$ cat src/rtl/multicycle_pkg.sv
// Shared types and constants for the multi-cycle RV32I control path.
// Latency: n/a (declarations only).
// Backpressure: n/a.
package multicycle_pkg;

  typedef enum logic [3:0] {
    S_FETCH,
    S_DECODE,
    S_MEMADR,
    S_MEMREAD,
    S_MEMWB,
    S_MEMWRITE,
    S_EXECR,
    S_EXECI,
    S_ALUWB,
    S_BRANCH,
    S_JAL,
    S_ILLEGAL
  } state_t;

  // Instruction class presented to the ALU operation decoder
  typedef enum logic [1:0] {
    CLS_MEM,
    CLS_BRANCH,
    CLS_R,
    CLS_I
  } alu_cls_t;

  localparam logic [6:0] OP_LOAD   = 7'b0000011;
  localparam logic [6:0] OP_STORE  = 7'b0100011;
  localparam logic [6:0] OP_RTYPE  = 7'b0110011;
  localparam logic [6:0] OP_ITYPE  = 7'b0010011;
  localparam logic [6:0] OP_BRANCH = 7'b1100011;
  localparam logic [6:0] OP_JAL    = 7'b1101111;

  localparam logic [3:0] ALU_ADD  = 4'b0000;
  localparam logic [3:0] ALU_SUB  = 4'b0001;
  localparam logic [3:0] ALU_AND  = 4'b0010;
  localparam logic [3:0] ALU_OR   = 4'b0011;
  localparam logic [3:0] ALU_XOR  = 4'b0100;
  localparam logic [3:0] ALU_SLT  = 4'b0101;
  localparam logic [3:0] ALU_SLTU = 4'b0110;
  localparam logic [3:0] ALU_SLL  = 4'b0111;
  localparam logic [3:0] ALU_SRL  = 4'b1000;
  localparam logic [3:0] ALU_SRA  = 4'b1001;

  localparam logic       ADR_PC     = 1'b0;
  localparam logic       ADR_RESULT = 1'b1;

  localparam logic [1:0] SRCA_PC    = 2'b00;
  localparam logic [1:0] SRCA_OLDPC = 2'b01;
  localparam logic [1:0] SRCA_A     = 2'b10;

  localparam logic [1:0] SRCB_B     = 2'b00;
  localparam logic [1:0] SRCB_IMM   = 2'b01;
  localparam logic [1:0] SRCB_4     = 2'b10;

  localparam logic [1:0] RES_ALUOUT    = 2'b00;
  localparam logic [1:0] RES_DATA      = 2'b01;
  localparam logic [1:0] RES_ALURESULT = 2'b10;

  localparam logic [1:0] IMM_I = 2'b00;
  localparam logic [1:0] IMM_S = 2'b01;
  localparam logic [1:0] IMM_B = 2'b10;
  localparam logic [1:0] IMM_J = 2'b11;

  // Immediate format follows the opcode alone, independent of FSM state
  function automatic logic [1:0] imm_src(input logic [6:0] op);
    logic [1:0] sel;
    sel = IMM_I;
    case (op)
      OP_STORE:  sel = IMM_S;
      OP_BRANCH: sel = IMM_B;
      OP_JAL:    sel = IMM_J;
      default:   sel = IMM_I;
    endcase
    return sel;
  endfunction

endpackage

$ cat src/rtl/multicycle_ctrl_alu_op_dec.sv
// ALU operation decoder: instruction class + funct3/funct7[5] -> ALUControl.
// Latency: purely combinational, zero cycles.
// Backpressure: none; output follows inputs.
// Ports: i_cls (class), i_funct3, i_funct7b5, o_alu_ctrl (4-bit ALU op).
module alu_op_dec
  import multicycle_pkg::*;
(
  input  alu_cls_t   i_cls,
  input  logic [2:0] i_funct3,
  input  logic       i_funct7b5,
  output logic [3:0] o_alu_ctrl
);

  always_comb begin
    o_alu_ctrl = ALU_ADD;
    case (i_cls)
      CLS_MEM:    o_alu_ctrl = ALU_ADD;
      CLS_BRANCH: o_alu_ctrl = ALU_SUB;
      default: begin
        case (i_funct3)
          // funct7[5] on an I-type add is an immediate bit, so only R-type subtracts
          3'b000:  o_alu_ctrl = (i_cls == CLS_R && i_funct7b5) ? ALU_SUB : ALU_ADD;
          3'b001:  o_alu_ctrl = ALU_SLL;
          3'b010:  o_alu_ctrl = ALU_SLT;
          3'b011:  o_alu_ctrl = ALU_SLTU;
          3'b100:  o_alu_ctrl = ALU_XOR;
          3'b101:  o_alu_ctrl = i_funct7b5 ? ALU_SRA : ALU_SRL;
          3'b110:  o_alu_ctrl = ALU_OR;
          default: o_alu_ctrl = ALU_AND;
        endcase
      end
    endcase
  end

endmodule

$ cat src/rtl/multicycle_ctrl.sv
// Control FSM for the multi-cycle RV32I core (shared memory, single ALU).
// Latency: lw 5, sw/R/I/jal 4, branch 3 cycles, plus one per memory wait cycle.
// Backpressure: FETCH, MEMREAD and MEMWRITE hold until mem_ready is high.
// Ports: clk/rst_n; Instr, Zero, mem_ready in; datapath strobes, mux selects,
//   ALUControl, ImmSrc and illegal out (combinational from state and inputs).
// Option: MULTICYCLE_CTRL_ILLEGAL_TRAP_EN makes illegal instructions trap
//   (sticky illegal flag until reset); otherwise they execute as a NOP.
module multicycle_ctrl
  import multicycle_pkg::*;
#(
  parameter state_t RESET_STATE = S_FETCH,
  parameter bit     BNE_EN      = 1'b1
) (
  input  logic        clk,
  input  logic        rst_n,
  input  logic [31:0] Instr,
  input  logic        Zero,
  input  logic        mem_ready,
  output logic        mem_req,
  output logic        MemWrite,
  output logic        IRWrite,
  output logic        PCWrite,
  output logic        AdrSrc,
  output logic [1:0]  ALUSrcA,
  output logic [1:0]  ALUSrcB,
  output logic [3:0]  ALUControl,
  output logic [1:0]  ImmSrc,
  output logic [1:0]  ResultSrc,
  output logic        RegWrite,
  output logic        illegal
);

  state_t     r_state;
  state_t     w_dec_next;
  alu_cls_t   w_cls;
  logic [6:0] w_op;
  logic [2:0] w_f3;
  logic       w_f7b5;
  logic       w_br_legal;
  logic [3:0] w_alu_dec;
  logic       w_unused;

  assign w_op     = Instr[6:0];
  assign w_f3     = Instr[14:12];
  assign w_f7b5   = Instr[30];
  assign w_unused = ^{Instr[31], Instr[29:15], Instr[11:7]};

  // Only beq (and bne when enabled) are decoded as branches
  assign w_br_legal = (w_f3 == 3'b000) || (BNE_EN && (w_f3 == 3'b001));

  always_comb begin
    w_dec_next = S_ILLEGAL;
    case (w_op)
      OP_LOAD, OP_STORE: w_dec_next = S_MEMADR;
      OP_RTYPE:          w_dec_next = S_EXECR;
      OP_ITYPE:          w_dec_next = S_EXECI;
      OP_BRANCH:         w_dec_next = w_br_legal ? S_BRANCH : S_ILLEGAL;
      OP_JAL:            w_dec_next = S_JAL;
      default:           w_dec_next = S_ILLEGAL;
    endcase
  end

  // States outside the ALU-using ones fall back to CLS_MEM, which yields ADD
  always_comb begin
    w_cls = CLS_MEM;
    case (r_state)
      S_EXECR:  w_cls = CLS_R;
      S_EXECI:  w_cls = CLS_I;
      S_BRANCH: w_cls = CLS_BRANCH;
      default:  w_cls = CLS_MEM;
    endcase
  end

  alu_op_dec u_alu_op_dec (
    .i_cls      (w_cls),
    .i_funct3   (w_f3),
    .i_funct7b5 (w_f7b5),
    .o_alu_ctrl (w_alu_dec)
  );

  always_ff @(posedge clk or negedge rst_n) begin
    if (!rst_n) begin
      r_state <= RESET_STATE;
    end else begin
      case (r_state)
        S_FETCH:    if (mem_ready) r_state <= S_DECODE;
        S_DECODE:   r_state <= w_dec_next;
        S_MEMADR:   r_state <= (w_op == OP_STORE) ? S_MEMWRITE : S_MEMREAD;
        S_MEMREAD:  if (mem_ready) r_state <= S_MEMWB;
        S_MEMWRITE: if (mem_ready) r_state <= S_FETCH;
        S_EXECR, S_EXECI, S_JAL: r_state <= S_ALUWB;
        S_MEMWB, S_ALUWB, S_BRANCH: r_state <= S_FETCH;
        S_ILLEGAL: begin
`ifdef MULTICYCLE_CTRL_ILLEGAL_TRAP_EN
          r_state <= S_ILLEGAL;
`else
          r_state <= S_FETCH;
`endif
        end
        default:    r_state <= S_FETCH;
      endcase
    end
  end

  always_comb begin
    mem_req    = 1'b0;
    MemWrite   = 1'b0;
    IRWrite    = 1'b0;
    PCWrite    = 1'b0;
    AdrSrc     = ADR_PC;
    ALUSrcA    = SRCA_PC;
    ALUSrcB    = SRCB_B;
    ALUControl = w_alu_dec;
    ImmSrc     = imm_src(w_op);
    ResultSrc  = RES_ALUOUT;
    RegWrite   = 1'b0;
    illegal    = 1'b0;
    case (r_state)
      S_FETCH: begin
        // PC+4 goes straight from the ALU into PC as the fetch completes
        mem_req   = 1'b1;
        ALUSrcB   = SRCB_4;
        ResultSrc = RES_ALURESULT;
        IRWrite   = mem_ready;
        PCWrite   = mem_ready;
      end
      S_DECODE: begin
        ALUSrcA = SRCA_OLDPC;
        ALUSrcB = SRCB_IMM;
      end
      S_MEMADR, S_EXECI: begin
        ALUSrcA = SRCA_A;
        ALUSrcB = SRCB_IMM;
      end
      S_MEMREAD: begin
        mem_req = 1'b1;
        AdrSrc  = ADR_RESULT;
      end
      S_MEMWB: begin
        ResultSrc = RES_DATA;
        RegWrite  = 1'b1;
      end
      S_MEMWRITE: begin
        mem_req  = 1'b1;
        MemWrite = 1'b1;
        AdrSrc   = ADR_RESULT;
      end
      S_EXECR: begin
        ALUSrcA = SRCA_A;
      end
      S_ALUWB: begin
        RegWrite = 1'b1;
      end
      S_BRANCH: begin
        ALUSrcA = SRCA_A;
        PCWrite = (w_f3 == 3'b000) ? Zero : ~Zero;
      end
      S_JAL: begin
        ALUSrcA = SRCA_OLDPC;
        ALUSrcB = SRCB_4;
        PCWrite = 1'b1;
      end
      S_ILLEGAL: begin
`ifdef MULTICYCLE_CTRL_ILLEGAL_TRAP_EN
        illegal = 1'b1;
`else
        illegal = 1'b0;
`endif
      end
      default: ;
    endcase
  end

endmodule

$ cat config.mk
export PLATFORM = sky130hd
export DESIGN_NAME = multicycle_ctrl
export DESIGN_NICKNAME = d
export VERILOG_FILES = /design/src/rtl/multicycle_pkg.sv /design/src/rtl/multicycle_ctrl_alu_op_dec.sv /design/src/rtl/multicycle_ctrl.sv
export SDC_FILE = /design/constraint.sdc
export NUM_CORES = 1
export LEC_CHECK = 0
export ABC_CLOCK_PERIOD_IN_PS = 2300
export CORE_MARGIN = 4
export CORE_UTILIZATION = 34
export DETAILED_ROUTE_END_ITERATION = 12
export PLACE_DENSITY = 0.87
export RECOVER_POWER = 25
export SKIP_CTS_REPAIR_TIMING = 1
export SLEW_MARGIN = 10
export SYNTH_ARGS = -nofsm -noshare
export SYNTH_HDL_FRONTEND = slang
export SYNTH_SLANG_ARGS = --single-unit
$ cat constraint.sdc
create_clock -name clk -period 2.3 [get_ports clk]
set_input_delay 0.46 -clock clk [delete_from_list [all_inputs] [get_ports clk]]
set_output_delay 0.46 -clock clk [all_outputs]
set_load 0.05 [all_outputs]
==> results <==
how the worst max path moves through the flow:
stage,start,to,cells after the start
final,Instr[12],PCWrite,6
after global routing,Instr[12],PCWrite,6
after CTS,Instr[13],PCWrite,6
after detailed placement,Instr[13],PCWrite,6
after floorplan,r_state[0],RegWrite,3
after global placement,Instr[13],PCWrite,6
where the power goes:
part | total [mW] | switching (mW) | internal, mW
Sequential | 0.213 | 0.111 | 0.102
Clock | 0.0906 | 0.0320 | 0.0586
Combinational | 1.45 | 0.776 | 0.671
Total | 1.75 | 0.918 | 0.832
per-layer routing:
| layer | GRT usage (%) | vias to the layer above | routed length [um] |
|---|---|---|---|
| met5 | 0 | - | 0 |
| met4 | 9.17 | 0 | 51 |
| met3 | 2.58 | 8 | 138 |
| met2 | 31.6 | 39 | 1090 |
| met1 | 19.2 | 377 | 798 |
| li1 | - | 406 | - |
layout make-up:
class | instances | area (sq um)
timing repair buffer | 44 | 581
multi-input combinational | 73 | 514
fill | 137 | 490
sequential | 4 | 103
tap | 25 | 31.3
clock buffer | 3 | 22.5
inverter | 6 | 22.5
worst max-delay path, cell delays in order:
cell             delay (ns)
clkdlybuf4s50_1        0.43
nor3_2                 0.25
xnor2_1                0.16
a311oi_1               0.13
a211oi_2               0.24
buf_12                 0.17
cells in the mapped netlist, types with 2 or more instances:
master | number | area, sq um
nand2_1 | 4 | 15.0
o21ai_2 | 2 | 17.5
a22o_1 | 2 | 17.5
xnor2_1 | 3 | 26.3
xor2_1 | 3 | 26.3
nor2b_1 | 2 | 12.5
a221o_1 | 2 | 20.0
dfrtp_1 | 4 | 100
buf_2 | 5 | 25.0
nand3_1 | 6 | 30.0
nor2_1 | 8 | 30.0
nor3_1 | 6 | 30.0
buf_4 | 2 | 15.0
nand2b_1 | 5 | 31.3
inv_1 | 6 | 22.5
a21oi_1 | 6 | 30.0
metrics by stage:
stage / setup TNS [ns] / power (mW) / cells / hold slack, ns / setup slack [ns]
2_1_floorplan: 0 / 1.03 / 90 / 0.164 / 0.0293
3_5_place_dp: -0.0907 / 1.66 / 152 / 0.680 / -0.0907
6_report: -0.00801 / 1.75 / 155 / 0.495 / -0.00801
4_1_cts: -0.0899 / 1.76 / 155 / 0.425 / -0.0899
3_3_place_gp: -0.0394 / 1.63 / 152 / 0.668 / -0.0394
5_1_grt: -0.0982 / 1.83 / 155 / 0.500 / -0.0654
cell families (layout without fill, tap and decap cells):
kind of cell,after synthesis,count (layout),synth area share [%]
other,1,1,0.575
flip-flops,4,4,15.4
XOR/XNOR,6,6,8.06
AND/OR/NAND/NOR,40,40,33.2
AO/OA/AOI/OAI,25,25,31.7
buffers and inverters,13,53,9.60
multiplexers,1,1,1.54
==> qor.txt <==
Outcome: finished, violations left
Failing checks: negative setup slack
Syn Inst Count: 90
Vias in the first global route: 815
Commonest non-fill, non-tap cell in the layout: buf_12
First-pass GRT wire length: 3.54 mm
Part of the cycle the worst path needs: 100%
Fraction of layout cells with a size suffix above 1: 35.4%
Initial Utilization: 37.0%
Number of buffers added on ports: 32
Post-synthesis sequential area ratio: 15.4%
Worst r2r src: r_state[1]
Max Fclk: 0.433 GHz
Cts bufs inserted: 3
Syn_area_per_cell: 7.24 sq um
# rows: 15
Clk slew on worst S/H paths: 0.04 ns
Setup WS post-layout: -0.00801 ns
Root Buffer: clkbuf_4
CP Launch Type: input pin
Pwr dens: 1370 nW/um^2
Largest register FFs: 4
WS Path Type: input pin to output port
Overall Global Routing Usage: 17.4%
Yosys warning count: 0
Unique masters post-synth: 40
Initial antenna violation count: 0
Reg with most FFs: r_state
Final Max Tran Viols: 0
DRT Wirelength: 2.07 mm
Post-route clock skew: 0.00157 ns
CTS Buffer Depth: 2
Routed vias/inst: 5.35
DRC errors left: 0
Post-synthesis cell area: 652 sq um
Core area: 1760 sq um
# Max-Cap Violations: 0
Overflow after GRT: 0
Largest net degree at the start of global routing: 15
CTS tree: yes
DP Area: 1250 sq um
Layout area overhead: 95.4%
# IOs: 55
Clk Latency, worst-skew pair: 0.24 ns
EDFF count, synth: 0
RSZ-0062 raised after global routing: true
Sink Count: 4
Height of the die: 51.8 um
Post-DP HPWL: 1.73 mm
Fin nets: 168
Synth Flop Type: dfrtp_1
Routability cong.: 0.807
P_leak: 0.514 nW
Reg-to-reg setup timing slack: 0.91 ns
DR vias: 830
Routed wire length per instance: 13.4 um
Die W: 51.8 um
# setup viols final: 1
Top flop regs: r_state: 4 flops
Most frequent cells in the layout: buf_12 (17), buf_4 (13), clkdlybuf4s50_1 (11), nor2_1 (9)
Final core utilization: 72.2%
Final min period: 2.31 ns
#FFs+latches synth: 4
Finished Cell Area: 1270 sq um
Worst Reg2Reg Path Length in Cells: 3
VDD IR max: 0.754 mV
Initial DRC count: 14
Hold Vio Cnt, Final: 0
Syn Nets: 126
DRT Pass-1 Iters: 4
RR Endpoint: r_state[0]
Critical path endpoint category: output port
Critical-path maximum fanout: 2
Hold WC Path Type: input pin to async pin
H-tree levels: 1
Crit path DAT: 1.85 ns
Worst Path Required: 1.84 ns
ANT cells: 0
ANT nets after route: 0
Asr flop ratio synth: 100%
Full die area: 2680 sq um
(Power assumes the default switching activity.)
